===== src/rtl/doff_pkg.sv =====
// Shared definitions for the dump-off pulse generator: FSM states, channel codes and default widths.
package doff_pkg;

    localparam int DEF_CNT_W = 16;
    localparam int DEF_NUM_W = 8;
    localparam int NUM_CH    = 3;

    typedef enum logic [2:0] {
        ST_IDLE,
        ST_DELAY,
        ST_PULSE,
        ST_GAP,
        ST_DONE
    } doff_state_e;

    localparam logic [1:0] CH0        = 2'd0;
    localparam logic [1:0] CH1        = 2'd1;
    localparam logic [1:0] CH2        = 2'd2;
    localparam logic [1:0] CH_ILLEGAL = 2'd3;

    // A train request is refused outright if it targets no real channel or would emit nothing.
    function automatic logic cfg_illegal(input logic [1:0] ch, input logic width_zero, input logic num_zero);
        return (ch == CH_ILLEGAL) || width_zero || num_zero;
    endfunction

endpackage


===== src/rtl/doff_cnt.sv =====
// Loadable down-counter with zero flag; holds at zero rather than wrapping.
module doff_cnt
    import doff_pkg::*;
#(
    parameter int W = DEF_CNT_W
) (
    input  logic         clk,
    input  logic         rst,
    input  logic         load_i,
    input  logic [W-1:0] val_i,
    input  logic         dec_i,
    output logic         zero_o
);

    logic [W-1:0] cnt_q;
    logic [W-1:0] cnt_d;

    always_comb begin
        cnt_d = cnt_q;
        if (load_i) begin
            cnt_d = val_i;
        end else if (dec_i && (cnt_q != '0)) begin
            cnt_d = cnt_q - W'(1);
        end
    end

    always_ff @(posedge clk) begin
        if (rst) begin
            cnt_q <= '0;
        end else begin
            cnt_q <= cnt_d;
        end
    end

    assign zero_o = (cnt_q == '0);

endmodule


===== src/rtl/dumpoff_gen.sv =====
// Dump-off pulse-train generator feeding the output mux select and per-channel dump-off lines.
// Optional DOFF_ABORT_EN adds an abort input that kills a running train and flags err.
module dumpoff_gen
    import doff_pkg::*;
#(
    parameter int CNT_W = DEF_CNT_W,
    parameter int NUM_W = DEF_NUM_W
) (
    input  logic             clk,
    input  logic             rst,
    input  logic             start,
    input  logic [1:0]       ch_sel,
    input  logic [CNT_W-1:0] delay,
    input  logic [CNT_W-1:0] width,
    input  logic [CNT_W-1:0] period,
    input  logic [NUM_W-1:0] num,
`ifdef DOFF_ABORT_EN
    input  logic             abort,
`endif
    output logic [1:0]       change,
    output logic             dumpoffin0,
    output logic             dumpoffin1,
    output logic             dumpoffin2,
    output logic             busy,
    output logic             done,
    output logic             err
);

    doff_state_e state_q, state_d;

    logic [1:0]        change_q, change_d;
    logic [NUM_CH-1:0] pulse_q, pulse_d;
    logic              busy_q, busy_d;
    logic              done_q, done_d;
    logic              err_q, err_d;
    logic [CNT_W-1:0]  width_q, width_d;
    logic [CNT_W-1:0]  gap_q, gap_d;

    logic              ph_load, ph_dec, ph_zero;
    logic [CNT_W-1:0]  ph_val;
    logic              pc_load, pc_dec, pc_zero;
    logic [NUM_W-1:0]  pc_val;

    logic              accept, reject, abort_hit, abort_req, illegal;
    logic [CNT_W-1:0]  gap_in;

`ifdef DOFF_ABORT_EN
    assign abort_req = abort;
`else
    assign abort_req = 1'b0;
`endif

    assign illegal = cfg_illegal(ch_sel, width == '0, num == '0);
    // Low time between pulses; a period no longer than the pulse still leaves one low cycle.
    assign gap_in  = (period > width) ? (period - width) : CNT_W'(1);

    doff_cnt #(.W(CNT_W)) u_phase_cnt (
        .clk    (clk),
        .rst    (rst),
        .load_i (ph_load),
        .val_i  (ph_val),
        .dec_i  (ph_dec),
        .zero_o (ph_zero)
    );

    doff_cnt #(.W(NUM_W)) u_pulse_cnt (
        .clk    (clk),
        .rst    (rst),
        .load_i (pc_load),
        .val_i  (pc_val),
        .dec_i  (pc_dec),
        .zero_o (pc_zero)
    );

    always_ff @(posedge clk) begin
        if (rst) begin
            state_q <= ST_IDLE;
        end else begin
            state_q <= state_d;
        end
    end

    // Counters hold "cycles remaining minus one", so a phase ends on the zero flag.
    always_comb begin
        state_d   = state_q;
        ph_load   = 1'b0;
        ph_dec    = 1'b0;
        ph_val    = '0;
        pc_load   = 1'b0;
        pc_dec    = 1'b0;
        pc_val    = '0;
        accept    = 1'b0;
        reject    = 1'b0;
        abort_hit = 1'b0;
        case (state_q)
            ST_IDLE: begin
                if (start && !abort_req) begin
                    if (illegal) begin
                        reject = 1'b1;
                    end else begin
                        accept  = 1'b1;
                        pc_load = 1'b1;
                        pc_val  = num - NUM_W'(1);
                        ph_load = 1'b1;
                        if (delay == '0) begin
                            state_d = ST_PULSE;
                            ph_val  = width - CNT_W'(1);
                        end else begin
                            state_d = ST_DELAY;
                            ph_val  = delay - CNT_W'(1);
                        end
                    end
                end
            end
            ST_DELAY, ST_GAP: begin
                if (ph_zero) begin
                    state_d = ST_PULSE;
                    ph_load = 1'b1;
                    ph_val  = width_q - CNT_W'(1);
                end else begin
                    ph_dec = 1'b1;
                end
            end
            ST_PULSE: begin
                if (!ph_zero) begin
                    ph_dec = 1'b1;
                end else if (pc_zero) begin
                    state_d = ST_DONE;
                end else begin
                    state_d = ST_GAP;
                    pc_dec  = 1'b1;
                    ph_load = 1'b1;
                    ph_val  = gap_q - CNT_W'(1);
                end
            end
            ST_DONE: begin
                state_d = ST_IDLE;
            end
            default: begin
                state_d = ST_IDLE;
            end
        endcase
        if (abort_req && (state_q != ST_IDLE)) begin
            abort_hit = 1'b1;
            state_d   = ST_IDLE;
            ph_load   = 1'b0;
            ph_dec    = 1'b0;
            pc_load   = 1'b0;
            pc_dec    = 1'b0;
        end
    end

    always_comb begin
        change_d = accept ? ch_sel : change_q;
        width_d  = accept ? width : width_q;
        gap_d    = accept ? gap_in : gap_q;
        busy_d   = (state_d != ST_IDLE);
        done_d   = reject || abort_hit || (state_q == ST_DONE);
        err_d    = err_q;
        if (reject || abort_hit) begin
            err_d = 1'b1;
        end else if (accept) begin
            err_d = 1'b0;
        end
    end

    // change_q is frozen for the whole train, so it safely steers the pulse to one line.
    for (genvar gi = 0; gi < NUM_CH; gi++) begin : g_ch
        assign pulse_d[gi] = (state_q == ST_PULSE) && !abort_hit && (change_q == 2'(gi));
    end

    always_ff @(posedge clk) begin
        if (rst) begin
            change_q <= '0;
            pulse_q  <= '0;
            busy_q   <= 1'b0;
            done_q   <= 1'b0;
            err_q    <= 1'b0;
            width_q  <= '0;
            gap_q    <= '0;
        end else begin
            change_q <= change_d;
            pulse_q  <= pulse_d;
            busy_q   <= busy_d;
            done_q   <= done_d;
            err_q    <= err_d;
            width_q  <= width_d;
            gap_q    <= gap_d;
        end
    end

    assign change     = change_q;
    assign dumpoffin0 = pulse_q[0];
    assign dumpoffin1 = pulse_q[1];
    assign dumpoffin2 = pulse_q[2];
    assign busy       = busy_q;
    assign done       = done_q;
    assign err        = err_q;

endmodule

===== config.mk =====
export PLATFORM = sky130hd
export DESIGN_NAME = dumpoff_gen
export DESIGN_NICKNAME = d
export VERILOG_FILES = /design/src/rtl/doff_pkg.sv /design/src/rtl/doff_cnt.sv /design/src/rtl/dumpoff_gen.sv
export SDC_FILE = /design/constraint.sdc
export NUM_CORES = 1
export LEC_CHECK = 0
export ABC_AREA = 1
export BUFFER_PORTS_ARGS = -buffer_cell sky130_fd_sc_hd__buf_2
export CORE_MARGIN = 1.5
export CORE_UTILIZATION = 55
export DETAILED_ROUTE_END_ITERATION = 10
export PLACE_DENSITY_LB_ADDON = 0.12
export SLEW_MARGIN = 10
export SYNTH_ARGS = -nofsm -noshare
export SYNTH_HDL_FRONTEND = slang
export SYNTH_SLANG_ARGS = --single-unit

===== constraint.sdc =====
create_clock -name clk -period 5.8 [get_ports clk]
set_clock_uncertainty 0.05 [all_clocks]
set_input_delay 0.58 -clock clk [delete_from_list [all_inputs] [get_ports clk]]
set_output_delay 0.58 -clock clk [all_outputs]
set_load 0.02 [all_outputs]

Word-level counts from Yosys, hierarchy flattened
Index checks and enable logic that the tools add are counted.
W data, S select, Z words.

operators by class
  add/sub/neg operators = 8
  magnitude comparators = 1
  reduce and logical (&&, ||, !) cells = 23
  multiplexer cells = 37
  eq/ne operators = 7

operator list
  cell                     count
  $mux W16                 9
  $sub A16 B1 Y16 const B  5
  $logic_not A16 Y1        3
  $pmux W16 S3             1
  $mux W8                  5
  $gt A16 B16 Y1           1
  $logic_not A8 Y1         2
  $reduce_bool A16 Y1      1
  $sub A16 B16 Y16         1
  $sub A8 B1 Y8 const B    2
  $mux W3                  5
  $mux W1                  14
  $pmux W3 S3              1
  $reduce_bool A8 Y1       1
  $eq A3 B2 Y1 const B     2
  $reduce_bool A2 Y1       3
  $logic_and A1 B1 Y1      5
  $eq A2 B2 Y1 const B     2
  $eq A3 B1 Y1 const B     1
  $eq A3 B3 Y1 const B     1
  $logic_not A3 Y1         1
  $logic_or A1 B1 Y1       3
  $pmux W1 S3              1
  $reduce_bool A3 Y1       1
  other kinds (5)          5

word-level totals
  output and inout bits = 8
  bits of input ports = 61
  bits in registers = 67
  logic and storage cells = 86

Depth between registers and ports, before layout
  depth in word-level cells = 8
  depth in mapped cells = 15
  mapped depth without buffers = 15

Modules after synthesis
Synthesis repeated with hierarchy kept, for this count alone.

unflattened totals
  cell total of the unflattened synthesis = 1014
  area, all modules = 6010.8 um^2

modules (own cells, without submodules)
  module                   instances  area each (um^2)  cells an instance
  dumpoff_gen              1          4204.0            690
  doff_cnt at u_phase_cnt  1          1206.2            220
  doff_cnt at u_pulse_cnt  1          600.6             104

Worst setup path before layout
Ideal clock, no wire load.

  kind = input to register
  start = input port period[0]
  end = register gap_q[5]
  path buffers = 1
  data required time = 5.683 ns
  setup time = 0.067 ns
  setup slack = 3.408 ns
  cell stages on the path = 13
  arrival = 2.275 ns
  path through = inv_1 > ha_1 > inv_1 > fa_1 > nand3_1 > nand2_2 > a21oi_2 > o21ai_1 > nand2_1 > a211oi_2 > nand2_2 > buf_6 > o21ai_2

on the way
  longest elaborated chain between the ends = 2

ends and longest elaborated chain
  what                                                       RTL line            source
  from (decl)                                                dumpoff_gen.sv:15   input logic [CNT_W-1:0] period,
  $sub A16 B16 Y16 / $gt A16 B16 Y1 (equally long branches)  dumpoff_gen.sv:55   assign gap_in = (period > width) ? (period - width) : CNT_W'(1);
  $mux W16 *                                                 dumpoff_gen.sv:55
  to (signal assigned)                                       dumpoff_gen.sv:188  gap_q <= gap_d;
  to (decl)                                                  dumpoff_gen.sv:37   logic [CNT_W-1:0] gap_q, gap_d;

Mark *: on every way between the ends. The rest lies on a longest branch, timed or not.
A chain may end at the register's enable or synchronous reset.

Final worst setup path
  start = input port num[0]
  end = register u_phase_cnt.cnt_q[10]

on the way
  longest elaborated chain between the ends = 6

ends and longest elaborated chain
  what                                                   RTL line           source
  from (decl)                                            dumpoff_gen.sv:16  input logic [NUM_W-1:0] num,
  $logic_not A8 Y1 *                                     dumpoff_gen.sv:53  assign illegal = cfg_illegal(ch_sel, width == '0, num == '0);
  $logic_or A1 B1 Y1 *                                   doff_pkg.sv:23     return (ch == CH_ILLEGAL) || width_zero || num_zero;
  $mux W16 / $mux W1 (equally long branches)             dumpoff_gen.sv:98  if (illegal) begin
  $mux W16 / $mux W1 (equally long branches)             dumpoff_gen.sv:97  if (start && !abort_req) begin
  $pmux W16 S3 / $pmux W1 S3 (equally long branches)     dumpoff_gen.sv:95  case (state_q)
  $mux W16 / $reduce_bool A2 Y1 (equally long branches)  -
  to (signal assigned)                                   doff_cnt.sv:31     cnt_q <= cnt_d;
  to (decl)                                              doff_cnt.sv:15     logic [W-1:0] cnt_q;

Marked as above.

==> impl_metrics.ini <==
[cells_and_area]
area_delta_synth_final_pct = 10.7
nFillCells = 904
multi_input_area_um2 = 3650
fin_util = 0.634
nNetsFinal = 1022
diodes = 0
drive_above_1_share = 0.141
seq_area_um2 = 1340

[logic_synthesis]
synthAdderAreaFrac = 0.0545
synth_xor_area_frac = 0.0838
ys_warn_count = 0
synthSimpleGateAreaFrac = 0.340
synthTopCellsByCount = 154 x nand2_1, 136 x inv_1, 114 x nor2_1
yosysMostFrequentCell = nand2_1
synth-seq-cells = 67
synth_edf_count = 0
syn_inst = 879
async_reset_ff_frac = 0
yosysTopAreaCellShare = 0.238
syn_area_um2 = 5650
synth_nets = 964
seq_area_frac_synth = 0.238
synth_top_family_by_area = simple AND/OR/NAND/NOR gates
synth_area_leaders = dfxtp_1 24%, nand2_1 10%, inv_1 9.0%
synth-compound-area-share = 0.168
synth_area_per_cell_um2 = 6.42
muxShareOfSynthArea = 0
synth_ff_type = dfxtp_1
synth.largest_area_cell = dfxtp_1
yosys.cell_types.count = 49

[routing]
drtIter0Drc = 495
via_per_inst = 5.53
wl_per_cell_um = 15.4
num_vias = 5947
routed_wl_um = 16500
drt_first_pass_iters = 7
drc = 0
antenna_left = 0

[setup_path]
start_kind = input port
path_class = in2reg
crit_path_top_delay_cell = inv_1
cp_cell_sequence = buf_2 -> inv_1 -> ha_1 -> a22oi_1 -> nand3_2 -> inv_1 -> nand3_1 -> nand3_1 -> nand2_1 -> inv_1
cp_max_fo = 50
crit_required_ns = 6.07
crit_family = buffers and inverters
cpPeakStageDelay_ns = 1.07
cp-end-kind = flop
worstPathArrival_ns = 3.52
crit_buf_inv = 4
crit_top_cell = inv_1

[floorplanning]
std_cell_rows = 36
die_h_um = 104
coreArea_um2 = 9860
die_w_um = 104
die-area_um2 = 10900
start_util = 0.572
io_pins = 69

[placed_design]
port_buffers = 68
dp_hpwl_um = 13200
place_ws_ns = 2.23
routabilityCongestion = 0.948

[sta]
fmax_mhz = 307
hold_ws_ns = 0.429
timing.final.crit_share = 0.561
setup_violations = 0
hold_viol = 0
worst_slew_pin_slew_ns = 1.04
finalCriticalPeriod_ns = 3.25
finalMaxSlewViolations = 0
layout_setup_ws_ns = 2.55
rsz0062_at_grt = false
slew_headroom = 0.303
finalSetupTns_ns = 0

[global_routing]
grt_start_max_net_pins = 51
grt-ovfl-total = 0
track_usage = 0.307
grt_pass1_vias = 5344
grt_pass1_wl_um = 26400
antenna_found_initial = 0

[power]
p_per_area_nw_per_um2 = 267
power.leakage_nw = 3.04
total_power_mw = 1.67
peakVddDrop_v = 0.000137

[clocking]
postCtsHoldBufs = 0
clk_latency_ns = 0.38
cts_setup_buffers = 0
clock_sinks = 67
clk_pin_slew_ns = 0.08
cts_tree = done
clockBufferDepth = 2
cts_root_buf = clkbuf_8
ctsResizeCount = 0
cts_made_buffers = 9
htree_levels = 3

[worst_hold_path]
min_path_type = reg2reg

[run_status]
status = finished clean

[run]
drv_cap = 0
## per-stage QoR
stage	cell area, um^2	instances
after floorplan	5650	879
after global placement	6030	1059
after detailed placement	6030	1059
after CTS	6250	1075
after global routing	6250	1075
final	6250	1075
## power breakdown
part	internal [mW]	switching, mW	total [mW]
logic	0.236	0.426	0.662
clock network	0.245	0.202	0.446
registers	0.511	0.0512	0.563
## cells by family after synthesis
| family | count (synthesis) |
|---|---|
| and+or+nand+nor | 415 |
| buffers and inverters | 160 |
| AOI/OAI and AO/OA | 159 |
| DFF | 67 |
| xor gates and xnor gates | 54 |
| adders and majority gates | 24 |
## worst paths after layout
path	from	end	slack (ns)	cells after the start
setup / recovery	num[0]	u_phase_cnt.cnt_q[10]	2.55	10
hold / removal	change[0]	pulse_q[2]	0.43	1
setup reg to reg	state_q[0]	u_phase_cnt.cnt_q[10]	2.66	11
hold reg to reg	change[0]	pulse_q[2]	0.43	1
## area by class of cell
type / instances / share of cell area
clock buffers: 9 / 0.0198
clock inverters: 7 / 0.0158
inverters: 139 / 0.0851
multi-input cells: 652 / 0.584
flip-flops and latches: 67 / 0.215
well taps: 133 / 0.0266
repair buffers: 68 / 0.0544
## cell usage in the layout (no fill, tap or decap), drive strengths merged
master,count
bufinv,2
or2,4
clkinvlp,1
xnor2,19
a31oi,4
buf,68
o21ai,57
nand3b,4
a211oi,1
ha,23
a21o,4
nand4,22
a22oi,2
a221oi,3
nor2,123
dfxtp,67
inv,140
o211ai,6
fa,1
a21oi,62
nor4,6
o211a,1
o21bai,5
clkbuf,9
nand2,164
clkinv,3
o22ai,11
nand3,77
xor2,35
nor3,15
o31ai,1
o21a,2
## worst register-to-register path, stage by stage, from the launching register on
cell and delay [ns]:
dfxtp_1 0.32, nor2_1 0.10, inv_1 0.06, nor2_1 0.09, nand2_1 0.06, inv_1 0.10, nand3_2 0.75, inv_1 1.07
nand3_1 0.24, nand3_1 0.13, nand2_1 0.05, inv_1 0.08
## layer usage
layer / track usage / share of wire
met5: 0 / 0
met4: 0.153 / 0.038
met3: 0.0508 / 0.077
met2: 0.463 / 0.43
met1: 0.420 / 0.45
## registers in the layout, indices dropped and copies added (netlist names)
name               cells
gap_q                 16
u_phase_cnt.cnt_q     16
width_q               16
u_pulse_cnt.cnt_q      8
pulse_q                3
state_q                3
change                 2
busy                   1
done                   1
err                    1
Note: power is estimated with default switching activity, not from simulation.
